$ cat src/rtl/raster_tile_fetch.sv
// raster_tile_fetch: walks the tile buffer, issues credit-limited reads and
// streams the returned tile records in order with a running index.
// Optional feature: define RASTER_TILE_FETCH_PERF_EN to enable the saturating
// output back-pressure counter on perf_stalls.

package raster_tile_fetch_pkg;
    typedef struct packed {
        logic [31:0] tbuf_addr;
        logic [31:0] tile_count;
        logic [31:0] pbuf_addr;
        logic [31:0] pbuf_stride;
    } raster_dcrs_t;
endpackage

module raster_tile_fetch
    import raster_tile_fetch_pkg::*;
#(
    parameter int ADDR_WIDTH  = 32,
    parameter int DATA_WIDTH  = 64,
    parameter int TILE_BYTES  = 8,
    parameter int MAX_PENDING = 4
) (
    input  logic                           clk,
    input  logic                           reset,
    input  raster_dcrs_t                   dcrs,
    input  logic                           start,
    output logic                           busy,
    output logic                           done,
    output logic                           mem_req_valid,
    output logic [ADDR_WIDTH-1:0]          mem_req_addr,
    output logic [$clog2(MAX_PENDING)-1:0] mem_req_tag,
    input  logic                           mem_req_ready,
    input  logic                           mem_rsp_valid,
    input  logic [DATA_WIDTH-1:0]          mem_rsp_data,
    input  logic [$clog2(MAX_PENDING)-1:0] mem_rsp_tag,
    output logic                           mem_rsp_ready,
    output logic                           tile_valid,
    output logic [DATA_WIDTH-1:0]          tile_data,
    output logic [31:0]                    tile_index,
    input  logic                           tile_ready,
    output logic [31:0]                    perf_stalls
);
    localparam int TAG_WIDTH = $clog2(MAX_PENDING);
    localparam logic [TAG_WIDTH:0] FIFO_DEPTH = (TAG_WIDTH+1)'(MAX_PENDING);

    typedef enum logic [1:0] {IDLE, FETCH, DRAIN} state_t;

    state_t                state, state_next;
    logic                  done_next;
    logic [31:0]           tile_count_r;
    logic [31:0]           issued;
    logic [31:0]           emitted;
    logic [ADDR_WIDTH-1:0] req_addr;

    logic [DATA_WIDTH-1:0] fifo_mem [MAX_PENDING];
    logic [TAG_WIDTH-1:0]  wr_ptr, rd_ptr;
    logic [TAG_WIDTH:0]    fifo_count;

    logic start_pass, req_fire, rsp_fire, tile_fire, last_req, push, pop;
    logic [31:0] in_flight;

    // Pass-level routing info and the tag are handled positionally (in-order memory).
    logic unused_inputs;
    assign unused_inputs = ^{dcrs.pbuf_addr, dcrs.pbuf_stride, mem_rsp_tag};

    assign start_pass = (state == IDLE) && start;
    assign req_fire   = mem_req_valid && mem_req_ready;
    assign rsp_fire   = mem_rsp_valid && mem_rsp_ready;
    assign tile_fire  = tile_valid && tile_ready;
    assign last_req   = req_fire && (issued == tile_count_r - 32'd1);
    assign in_flight  = issued - emitted;

    // Credits cover both in-flight reads and FIFO occupancy, so a full FIFO
    // only sees a push in the same cycle as a pop.
    assign push = rsp_fire && ((fifo_count != FIFO_DEPTH) || tile_fire);
    assign pop  = tile_fire;

    assign busy          = (state != IDLE);
    assign mem_rsp_ready = busy;
    assign mem_req_valid = (state == FETCH) && (in_flight < 32'(MAX_PENDING));
    assign mem_req_addr  = req_addr;
    assign mem_req_tag   = issued[TAG_WIDTH-1:0];
    assign tile_valid    = (fifo_count != '0);
    assign tile_data     = fifo_mem[rd_ptr];
    assign tile_index    = emitted;

    // State register and registered done pulse.
    always_ff @(posedge clk or posedge reset) begin
        // NOTE: clocked state uses non-blocking (<=) so every register samples pre-edge values.
        if (reset) begin
            state <= IDLE;
            done  <= 1'b0;
        end else begin
            state <= state_next;
            done  <= done_next;
        end
    end

    // Next-state and done decode.
    always_comb begin
        // NOTE: defaults first so no path leaves an output unassigned (no latch).
        state_next = state;
        done_next  = 1'b0;
        unique case (state)
            IDLE: begin
                if (start) begin
                    if (dcrs.tile_count != 32'd0) state_next = FETCH;
                    else                          done_next  = 1'b1;
                end
            end
            FETCH: begin
                if (last_req) state_next = DRAIN;
            end
            DRAIN: begin
                if (emitted == tile_count_r) begin
                    state_next = IDLE;
                    done_next  = 1'b1;
                end
            end
            default: state_next = IDLE;
        endcase
    end

    // Pass parameters latched at start; issue/emit counters and running address.
    always_ff @(posedge clk or posedge reset) begin
        if (reset) begin
            tile_count_r <= '0;
            issued       <= '0;
            emitted      <= '0;
            req_addr     <= '0;
        end else if (start_pass) begin
            tile_count_r <= dcrs.tile_count;
            issued       <= '0;
            emitted      <= '0;
            req_addr     <= ADDR_WIDTH'(dcrs.tbuf_addr);
        end else begin
            if (req_fire) begin
                issued   <= issued + 32'd1;
                req_addr <= req_addr + ADDR_WIDTH'(TILE_BYTES);
            end
            if (tile_fire) emitted <= emitted + 32'd1;
        end
    end

    // Response FIFO pointers and occupancy.
    always_ff @(posedge clk or posedge reset) begin
        if (reset) begin
            wr_ptr     <= '0;
            rd_ptr     <= '0;
            fifo_count <= '0;
        end else begin
            if (push) wr_ptr <= wr_ptr + TAG_WIDTH'(1);
            if (pop)  rd_ptr <= rd_ptr + TAG_WIDTH'(1);
            case ({push, pop})
                2'b10:   fifo_count <= fifo_count + (TAG_WIDTH+1)'(1);
                2'b01:   fifo_count <= fifo_count - (TAG_WIDTH+1)'(1);
                default: fifo_count <= fifo_count;
            endcase
        end
    end

    // Response FIFO storage.
    always_ff @(posedge clk) begin
        // NOTE: storage is not reset; fifo_count alone says which entries are valid.
        if (push) fifo_mem[wr_ptr] <= mem_rsp_data;
    end

`ifdef RASTER_TILE_FETCH_PERF_EN
    logic [31:0] stall_count;

    // Saturating count of cycles where a tile is offered but not taken.
    always_ff @(posedge clk or posedge reset) begin
        if (reset)                                              stall_count <= '0;
        else if (tile_valid && !tile_ready && stall_count != '1) stall_count <= stall_count + 32'd1;
    end

    assign perf_stalls = stall_count;
`else
    assign perf_stalls = '0;
`endif

endmodule

$ cat config.mk
export PLATFORM = sky130hd
export DESIGN_NAME = raster_tile_fetch
export DESIGN_NICKNAME = d
export VERILOG_FILES = /design/src/rtl/raster_tile_fetch.sv
export SDC_FILE = /design/constraint.sdc
export NUM_CORES = 1
export LEC_CHECK = 0
export ABC_AREA = 0
export CAP_MARGIN = 20
export CORE_MARGIN = 5
export CORE_UTILIZATION = 35
export DETAILED_ROUTE_END_ITERATION = 12
export GPL_TIMING_DRIVEN = 0
export SYNTH_ARGS = -nofsm -noshare
export SYNTH_HDL_FRONTEND = slang
export SYNTH_SLANG_ARGS = --single-unit
export TNS_END_PERCENT = 50
$ cat constraint.sdc
create_clock -name clk -period 8.8 [get_ports clk]
set_clock_uncertainty 0.2 [all_clocks]
set_input_delay 1.76 -clock clk [delete_from_list [all_inputs] [get_ports clk]]
set_output_delay 1.76 -clock clk [all_outputs]
set_load 0.005 [all_outputs]
### Word-level counts from Yosys, hierarchy flattened

Memory sizes are Yosys's and may differ from the RTL's.
Index checks and enable logic that the tools add are counted.

* add/sub/neg operators: 9
* $lt $le $gt $ge: 1
* eq/ne operators: 11
* mux-type cells: 18
* reductions and logical operators: 16

Operator list (count)
* $mux W32: 6
* $add A32 B1 Y32 const B: 2
* $eq A32 B32 Y1: 2
* $add A32 B4 Y32 const B: 1
* $lt A32 B3 Y1 const B: 1
* $reduce_bool A32 Y1: 1
* $sub A32 B1 Y32 const B: 1
* $sub A32 B32 Y32: 1
* $mux W2: 4
* $reduce_bool A2 Y1: 4
* $logic_and A1 B1 Y1: 7
* $ne A2 B2 Y1 const B: 3
* $pmux W2 S3: 1
* $pmux W3 S2: 1
* $mux W1: 5
* $add A2 B1 Y2 const B: 2
* $eq A2 B1 Y1 const B: 2
* $eq A2 B2 Y1 const B: 2
* $reduce_and A4 Y1: 1
* $add A3 B1 Y3 const B: 1
* $ne A3 B3 Y1 const B: 1
* $reduce_bool A3 Y1: 1
* $sub A3 B1 Y3 const B: 1
* $logic_not A2 Y1: 1
* other kinds (3): 3

* register bits after elaboration: 138
* memory bits (writable): 256
* input port bits: 200
* logic and storage cells: 65
* memories kept: 1

Memories
* fifo_mem: words 4, width 64, read ports 1, clocked after memory_dff 0, write ports 1, RTL line 55 `logic [DATA_WIDTH-1:0] fifo_mem [MAX_PENDING];`

### Longest topological paths before layout

Gate-level depths: netlist of run 1.

* depth after elaboration: 7
* depth in mapped cells: 17
* gate-level depth less buffers: 13

### Least setup slack after synthesis of run 1

OpenSTA, ideal clock, no wires.

* path type: register to output
* from: register emitted[24] (netlist: tile_index[24])
* to: output mem_req_valid
* data arrival time: 3.434 ns
* required time: 6.840 ns
* setup slack: 3.406 ns
* cell stages (with the launch flop): 15
* cells stage by stage: dfrtp_1 > clkbuf_1 > inv_1 > ha_1 > clkbuf_1 > and3_1 > and3b_1 > o211a_1 > a311oi_1 > o221ai_1 > or4_1 > nor4b_2 > buf_2 > clkbuf_1 > and2_1

* word-level cells in the longest chain between the ends: 3

Ends and longest elaborated chain
* start: declaration: RTL line 52 `logic [31:0] emitted;`
* start signal: assignment: RTL line 141 `if (tile_fire) emitted <= emitted + 32'd1;`
* $sub A32 B32 Y32: RTL line 71 `assign in_flight = issued - emitted;`
* $lt A32 B3 Y1: RTL line 80 `assign mem_req_valid = (state == FETCH) && (in_flight < 32'(MAX_PENDING));`
* $logic_and A1 B1 Y1: RTL line 80
* end: declaration: RTL line 29 `output logic mem_req_valid,`

Every way passes these cells.

### Final worst setup path of run 1

Same ends and word-level chain as after synthesis.

==> results_dict.tcl, run 1 <==
set metrics [dict create \
    status "completed" \
    worstSetupPathType "reg -> out" \
    syn_avg_cell_area_um2 11.74 \
    die_x_um 249.0 \
    yosysTopAreaCell "edfxtp_1" \
    setup.worst_path.end_class "output pin" \
    min_from "mem_req_addr[2]" \
    track_usage_pct 17.76 \
    cp-start-kind "flip-flop" \
    peakVddDrop_uv 160.5 \
    hpwl_um 42270 \
    post-cts-setup-buffer-count 0 \
    cap_violations 0 \
    yosys_warnings 0 \
    portBuffers 267 \
    die_h_um 249.0 \
    final.setup.tns_ps 0 \
    setup_viol 0 \
    whs_path_depth 2 \
    vias_per_cell 5.151 \
    die_area_um2 61990 \
    fin_nets 2293 \
    crit_top_cell "clkbuf_1" \
    yosysTopAreaCellShare_pct 38.46 \
    syn_to_final_growth_pct 27.13 \
    cts_resized 0 \
    grt_pass1_wl_um 87690 \
    cts_root_buf "clkbuf_16" \
    final_layout_size_suffix_gt1_share_pct 10.24 \
    crit_arrival_ps 6080 \
    ys_top_cells_by_area "edfxtp_1, dfrtp_1, mux4_2, nand2_1, xor2_1" \
    r2r-end "issued[14]" \
    synth_seq_area_share_pct 55.73 \
    detail-route-antenna-nets 0 \
    final-instance-count-excl-fill 2845 \
    core_um2 56500 \
    rsz0062_at_grt "false" \
    cts_buffer_depth 3 \
    cp_slowest_cell "or4_1" \
    synth_cell_type_count 85 \
    placedCellCount 2762 \
    initialDrtViolationCount 798 \
    syn_inst 1703 \
    io_pins 367 \
    worstMarginPinSlew_ps 905.4 \
    cts.sinks 394 \
    grt_overflow 0 \
    antenna_found_initial 0 \
    numCtsBuffers 45 \
    wirelength_um 56760 \
    min_period_ps 8041 \
    p_per_area_nw_per_um2 230.1 \
    grt_max_degree 72 \
    start_util_pct 35.38 \
    slowest_delay_ps 560 \
    clock.fmax_mhz 124.4 \
    drcViolationCount 0 \
    reg2regPathDepth 15 \
    rrSetupSlack_ps 3180 \
    whs_endpoint "mem_req_addr[2]" \
    slew_violations 0 \
    syn_area_um2 19990 \
    routabilityCongestion 0.9077 \
    via_count 14650 \
    cts_tree "yes" \
    ys.flop_type "edfxtp_1" \
    firstDrtPassIters 5 \
    num_rows 87 \
    r2r-start "tile_index[20]" \
    crit_start "tile_index[24]" \
    num_antenna_cells 0 \
    clk_latency_ps 590 \
    hp-class "reg -> reg" \
    htree_levels 2 \
    cp_cell_sequence "clkbuf_1, inv_1, ha_1, clkbuf_1, and3_1, and3b_1, o211a_1, a311oi_1, o221ai_1, or4_1, nor4b_2, buf_2, clkbuf_1, and2_1, clkdlybuf4s50_1" \
    clk_pin_slew_ps 60 \
    hold_buffers 0 \
    synth_async_sr_flop_share_pct 35.03 \
    wl_per_cell_um 19.95 \
    synth_edf_count 256 \
    relSlewSlack_pct 39.08 \
    critPathMaxFanout 10 \
    crit_required_ps 6840 \
    grt_pass1_vias 14730 \
    hold_violations 0 \
    leakagePower_uw 0.009648 \
    period_share_pct 91.38 \
    ys_seq_elements 394 \
]
area by class of cell:
type	count	area, um^2
Buffer	124	655.6
Clock buffer	57	1221
Clock inverter	25	299.0
Fill cell	5142	31080
Inverter	54	207.7
Multi-Input combinational cell	1162	8117
Sequential cell	394	11140
Tap cell	756	945.9
Timing Repair Buffer	273	2825
cell usage after synthesis, types with 4 or more instances:
cell type	number
a21oi_1	60
mux4_2	64
and4_1	6
edfxtp_1	256
nor4_1	33
clkbuf_1	62
o22ai_1	8
a211oi_1	8
buf_2	8
dfrtp_1	138
nand2b_1	8
a31oi_1	6
buf_4	39
nand2_1	236
and3_1	28
nor2_1	109
buf_1	10
o21ai_0	68
o211ai_1	20
inv_1	54
and2_1	21
a311oi_1	4
nand3_1	57
ha_1	38
o21a_1	10
o21bai_1	4
nor2b_1	7
or4_1	5
xor2_1	81
o31ai_1	8
a22oi_1	6
nand4_1	26
or3_1	15
nor4b_1	7
mux2i_1	18
nor3_1	32
xnor2_1	67
a21o_1	7
logic make-up (layout without fill, tap and decap cells):
group                    Yosys count  after routing  share of synthesized area, %
AND/OR/NAND/NOR                  613            613                         14.90
buffers and inverters            178            533                         4.294
flip-flops                       394            394                         55.73
XOR/XNOR                         148            148                         6.485
multiplexers                      83             83                         8.168
AO/OA/AOI/OAI                    247            247                         7.925
adder cells (fa/ha/maj)           39             39                         2.479
other                              1             32                       0.01876
sequential cells by signal, indices dropped and copies added (netlist names):
register / count
done: 1
fifo_count: 3
fifo_mem: 256
issued: 32
mem_req_addr: 32
rd_ptr: 2
state: 2
tile_count_r: 32
tile_index: 32
wr_ptr: 2
how the worst max path moves through the flow:
stage                      to  slack, ps
2_1_floorplan            done       3140
3_3_place_gp   tile_index[26]        870
3_5_place_dp    mem_req_valid       1520
4_1_cts         mem_req_valid        840
5_1_grt         mem_req_valid        660
6_report        mem_req_valid        760
layer usage:
metal  wire (um)  global-route usage (%)
met1       25110                   24.40
met2       27010                   29.27
met3        3226                   3.070
met4        1416                   4.856
met5           0                       0
worst max-delay path: cells and delay by family, from the launching register on:
| kind | cells | cell delay [ps] |
|---|---|---|
| and+or+nand+nor | 5 | 1790 |
| DFF | 1 | 350 |
| AOI/OAI and AO/OA | 3 | 880 |
| adders and majority gates | 1 | 300 |
| buffers and inverters | 6 | 2150 |
placed cells by master (no fill, tap or decap), drive strengths merged, types with 28 or more instances in the layout:
cell type / count
a21oi: 60
and3: 28
buf: 65
clkbuf: 121
clkdlybuf4s50: 268
conb: 32
dfrtp: 138
edfxtp: 256
ha: 38
inv: 56
mux4: 64
nand2: 236
nand3: 57
nor2: 109
nor3: 33
nor4: 35
o21ai: 69
xnor2: 67
xor2: 81
power by group:
group,internal (uW),total (uW),switching (uW),leakage [uW]
clock network,1110,1890,774,0.000739
logic,861,1600,737,0.00479
registers,2270,2360,96.5,0.00412
stage by stage:
stage | util, % | worst slack, ps | hold slack (ps) | area (um^2) | power, uW
global route | 44.98 | 656.8 | 315.4 | 25410 | 6121
finish | 44.98 | 758.5 | 293.0 | 25410 | 5848
detailed placement | 42.26 | 1516 | 272.0 | 23880 | 4023
CTS | 44.95 | 836.1 | 295.4 | 25400 | 5931
floorplan | - | 3144 | 261.2 | 20110 | 3178
global placement | 41.99 | 869.1 | 259.3 | 23720 | 3991
No activity file was read; power rests on OpenSTA's default activity.
==> inputs of run 2 (changes only) <==
--- a/config.mk
+++ b/config.mk
@@ -9,8 +9,10 @@
 export CAP_MARGIN = 20
 export CORE_MARGIN = 5
 export CORE_UTILIZATION = 35
+export CTS_BUF_LIST = sky130_fd_sc_hd__clkbuf_16
 export DETAILED_ROUTE_END_ITERATION = 12
 export GPL_TIMING_DRIVEN = 0
+export RECOVER_POWER = 25
 export SYNTH_ARGS = -nofsm -noshare
 export SYNTH_HDL_FRONTEND = slang
 export SYNTH_SLANG_ARGS = --single-unit
==> results_dict.tcl, run 2 (synthesized netlist as in run 1, its figures left out) <==
set metrics [dict create \
    largest_register "fifo_mem" \
    fin_nets 2293 \
    clk_pin_slew_ps 60 \
    period_share_pct 90.66 \
    r2r-start "tile_index[17]" \
    crit_family "buffers and inverters" \
    die_area_um2 61990 \
    core_um2 56500 \
    min_period_ps 7978 \
    worstSetupPathType "reg -> out" \
    mostFrequentLayoutCell "edfxtp_1" \
    cts_resized 0 \
    routabilityCongestion 0.9077 \
    drcViolationCount 0 \
    firstDrtPassIters 5 \
    final.setup.tns_ps 0 \
    io_pins 367 \
    crit_top_cell "clkbuf_1" \
    portBuffers 267 \
    status "completed" \
    initialDrtViolationCount 710 \
    hold_buffers 0 \
    grt_max_degree 72 \
    cts_root_buf "clkbuf_16" \
    cp_num_buf_inv 6 \
    antenna_found_initial 5 \
    detail-route-antenna-nets 0 \
    hpwl_um 42270 \
    track_usage_pct 17.75 \
    critPathMaxFanout 10 \
    peakVddDrop_uv 159.2 \
    final_cell_mix "edfxtp_1, nand2_1, clkdlybuf4s50_1, dfrtp_1, nor2_1" \
    wl_per_cell_um 19.92 \
    relSlewSlack_pct 38.53 \
    grt_pass1_wl_um 87660 \
    r2r-end "issued[14]" \
    grt_pass1_vias 14740 \
    rsz0062_at_grt "false" \
    hp-class "reg -> reg" \
    post-cts-setup-buffer-count 0 \
    dpl_cell_area_um2 23880 \
    syn_to_final_growth_pct 26.92 \
    wirelength_um 56730 \
    cap_violations 0 \
    hold_violations 0 \
    rrSetupSlack_ps 3140 \
    slowest_delay_ps 560 \
    whs_path_depth 2 \
    via_count 14650 \
    clk_latency_ps 590 \
    cts_buffer_depth 3 \
    num_rows 87 \
    crit_required_ps 6840 \
    die_h_um 249.0 \
    clock.fmax_mhz 125.3 \
    leakagePower_uw 0.009664 \
    cp-start-kind "flip-flop" \
    reg2regPathDepth 15 \
    whs_endpoint "mem_req_addr[2]" \
    cts_tree "yes" \
    design_area_um2 25370 \
    setup_viol 0 \
    worstMarginPinSlew_ps 913.6 \
    grt_overflow 0 \
    slew_violations 0 \
    start_util_pct 35.38 \
    cp_slowest_cell "or4_1" \
    crit_arrival_ps 6020 \
    min_from "mem_req_addr[2]" \
    vias_per_cell 5.144 \
    numCtsBuffers 45 \
    cts.sinks 394 \
    total_power_uw 5786 \
    cp_cell_sequence "clkbuf_1, inv_1, ha_1, clkbuf_1, a21oi_1, o21ai_0, o211a_1, a311oi_1, o221ai_1, or4_1, nor4b_2, buf_2, clkbuf_1, and2_1, clkdlybuf4s50_1" \
    htree_levels 2 \
    p_per_area_nw_per_um2 228.1 \
    setup.worst_path.end_class "output pin" \
    largest_reg_flops 256 \
    final_layout_size_suffix_gt1_share_pct 10.00 \
    die_x_um 249.0 \
]
[run 2: changes by cell type in the layout (fill, tap and decap cells not counted), sizes merged]
cell / change
dlygate4sd3: +58
clkdlybuf4s50: -58
clkbuf: -12
diode: +3
inv: +7
clkinv: +5
[run 2: where the power goes]
| part | switching, uW | internal [uW] | leakage, uW |
|---|---|---|---|
| Sequential | 96.8 | 2270 | 0.00412 |
| Clock | 769 | 1060 | 0.000740 |
| Combinational | 737 | 856 | 0.00480 |
[run 2: area by class of cell]
cell class | count | area (um^2)
Fill cell | 5148 | 31130
Clock buffer | 45 | 1126
Timing Repair Buffer | 273 | 2825
Clock inverter | 37 | 344.1
Tap cell | 756 | 945.9
Antenna cell | 3 | 7.507
Multi-Input combinational cell | 1162 | 8117
Inverter | 54 | 207.7
Buffer | 124 | 655.6
Sequential cell | 394 | 11140
[run 2: worst register-to-register path, cell delays in order, from the launching register on]
cell      delay (ps)
dfrtp_1          530
inv_1            150
ha_1             300
clkbuf_1         340
nand4_1          180
nor3_1           370
nand3_1          140
o211ai_1         450
a41oi_1          200
xnor2_1          180
nand4_1          660
nor3_1           870
nand2_1          230
buf_2            250
or3_1            370
a21oi_1          160
[run 2: stage by stage]
step / utilization (%) / hold WS [ps] / worst slack (ps) / cells
after floorplan: - / 261.2 / 3144 / 1734
after global placement: 41.99 / 259.3 / 869.1 / 2757
after detailed placement: 42.26 / 272.0 / 1516 / 2762
after CTS: 44.87 / 295.2 / 836.1 / 2844
after global routing: 44.89 / 315.5 / 656.8 / 2845
final: 44.91 / 292.9 / 821.7 / 2848
[run 2: routing by layer]
metal	up-vias	track usage [%]	routed length, um
met4	0	4.935	1473
met3	76	3.007	3150
met2	429	29.29	27110
li1	6901	-	-
met1	7243	24.38	25000
met5	-	0	0
[run 2: how the worst max path moves through the flow]
stage	from	end	slack, ps	depth (start not counted)
2_1_floorplan	reset	done	3140	1
3_3_place_gp	reset	tile_index[26]	870	2
3_5_place_dp	tile_index[24]	mem_req_valid	1520	15
4_1_cts	tile_index[24]	mem_req_valid	840	15
5_1_grt	tile_index[24]	mem_req_valid	660	15
6_report	tile_index[24]	mem_req_valid	820	15
==> inputs of run 3 (changes only) <==
--- a/config.mk
+++ b/config.mk
@@ -7,7 +7,6 @@
 export LEC_CHECK = 0
 export ABC_AREA = 0
 export CAP_MARGIN = 20
-export CORE_MARGIN = 5
 export CORE_UTILIZATION = 35
 export CTS_BUF_LIST = sky130_fd_sc_hd__clkbuf_16
 export DETAILED_ROUTE_END_ITERATION = 12
==> results_dict.tcl, run 3 (synthesized netlist as in run 1, its figures left out) <==
set metrics [dict create \
    multi_input_area_um2 8117 \
    detail-route-antenna-nets 0 \
    grt_overflow 0 \
    final.setup.tns_ps 0 \
    final-instance-count-excl-fill 2850 \
    hold_violations 0 \
    relSlewSlack_pct 34.18 \
    nFillCells 5339 \
    drcViolationCount 0 \
    wl_per_cell_um 19.60 \
    setup_viol 0 \
    clock.fmax_mhz 128.9 \
    cts.sinks 394 \
    cp_cell_sequence "clkbuf_1, inv_1, ha_1, clkbuf_1, and3_1, and3b_1, o211a_1, a311oi_1, o221ai_1, or4_1, nor4b_2, buf_2, clkbuf_1, and2_1, clkdlybuf4s50_1" \
    min_period_ps 7759 \
    crit_required_ps 6840 \
    largest_reg_flops 256 \
    final_layout_size_suffix_gt1_share_pct 9.636 \
    combinationalPowerShare_pct 27.9 \
    clockPowerShare_pct 30.3 \
    cts_buffer_depth 3 \
    hp-class "reg -> reg" \
    placedCellCount 2762 \
    leakagePower_uw 0.009623 \
    track_usage_pct 19.21 \
    status "completed" \
    die_h_um 241.0 \
    largest_register "fifo_mem" \
    start_util_pct 35.45 \
    grt_pass1_vias 14320 \
    die_x_um 241.0 \
    switching_share_pct 28.26 \
    core_um2 56390 \
    slowest_delay_ps 570 \
    seq_power_share_pct 41.8 \
    cp-start-kind "flip-flop" \
    antenna_found_initial 9 \
    cts_resized 0 \
    p_per_area_nw_per_um2 224.4 \
    fin_nets 2291 \
    worstMarginPinSlew_ps 978.2 \
    grt_pass1_wl_um 84680 \
    peakVddDrop_uv 164.3 \
    mostFrequentLayoutCell "edfxtp_1" \
    slew_violations 0 \
    die_area_um2 58070 \
    vias_per_cell 5.108 \
    io_pins 367 \
    cp_slowest_cell "or4_1" \
    p_switching_uw 1600 \
    period_share_pct 88.17 \
    setup.worst_path.end_class "output pin" \
    cts_tree "yes" \
    crit_family "buffers and inverters" \
    syn_to_final_growth_pct 26.26 \
    initialDrtViolationCount 665 \
    holdWs_ps 282.8 \
    routabilityCongestion 0.8955 \
    regArea_um2 11140 \
    cts_root_buf "clkbuf_16" \
    clk_pin_slew_ps 60 \
    cp_num_buf_inv 6 \
    htree_levels 2 \
    cap_violations 0 \
    rsz0062_at_grt "false" \
    clk_latency_ps 600 \
    p_int_uw 4063 \
    hpwl_um 41610 \
    crit_top_cell "clkbuf_1" \
    post-cts-setup-buffer-count 0 \
    final_cell_mix "edfxtp_1, nand2_1, clkdlybuf4s50_1, dfrtp_1, nor2_1" \
    grt_max_degree 76 \
    wirelength_um 55870 \
    via_count 14560 \
    worstSetupPathType "reg -> out" \
    hold_buffers 0 \
    firstDrtPassIters 5 \
    portBuffers 267 \
    numCtsBuffers 44 \
    crit_arrival_ps 5800 \
    num_rows 87 \
    critPathMaxFanout 10 \
]
run 3: changes by cell type in the layout (fill, tap and decap cells not counted), sizes merged:
| cell | delta |
|---|---|
| bufinv | -3 |
| clkbuf | -1 |
| inv | +9 |
| diode | +5 |
| clkinv | -7 |
| dlygate4sd3 | +1 |
| clkdlybuf4s50 | -1 |
| buf | -1 |
run 3: layout make-up:
class / count / area share (%)
tap: 756 / 3.748
clock buffer: 44 / 4.363
clock inverter: 36 / 0.9519
timing repair buffer: 272 / 11.13
buffer: 124 / 2.598
antenna: 8 / 0.07932
inverter: 54 / 0.8230
sequential: 394 / 44.14
multi-input combinational: 1162 / 32.16
run 3: path summary, 6_finish.rpt:
check                           startpoint         endpoint  slack [ps]  cells past startpoint
min reg2reg                mem_req_addr[2]  mem_req_addr[2]         280                      2
max in group asynchronous            reset   tile_index[13]        6090                      3
max                         tile_index[24]    mem_req_valid        1040                     15
min in group asynchronous            reset    fifo_count[1]        1450                      2
max reg2reg                 tile_index[20]       issued[14]        3100                     15
min                        mem_req_addr[2]  mem_req_addr[2]         280                      2
run 3: metrics by stage:
step	instance area [um^2]	setup slack, ps	power (uW)	util (%)
after global placement	23720	934.4	3989	42.07
final	25240	1041	5663	44.76
after detailed placement	23880	1668	4021	42.34
after global routing	25220	579.5	5950	44.73
after CTS	25220	972.6	5758	44.72
after floorplan	20110	3144	3178	-
run 3: worst register-to-register path, delay by kind of cell (launching register included):
family          cells  cell delay, ps
compound gates      3             770
xor+xnor            1             220
fa+ha+maj           1             460
buf+inv             3             740
flops               1             350
simple gates        7            2880
run 3: routing by layer:
layer	GRT usage, %	vias up	wire (um)
li1	-	6905	-
met1	25.56	7131	24390
met2	30.90	421	25920
met3	4.415	93	3916
met4	6.233	8	1591
met5	0	-	52
run 3: power by group through the flow:
stage	Clock, uW	Combinational, uW	Sequential (uW)
global route	1840	1720	2390
CTS	1770	1620	2370
global placement	0	1570	2420
detailed placement	0	1620	2400
floorplan	0	801	2380
finish	1720	1580	2370
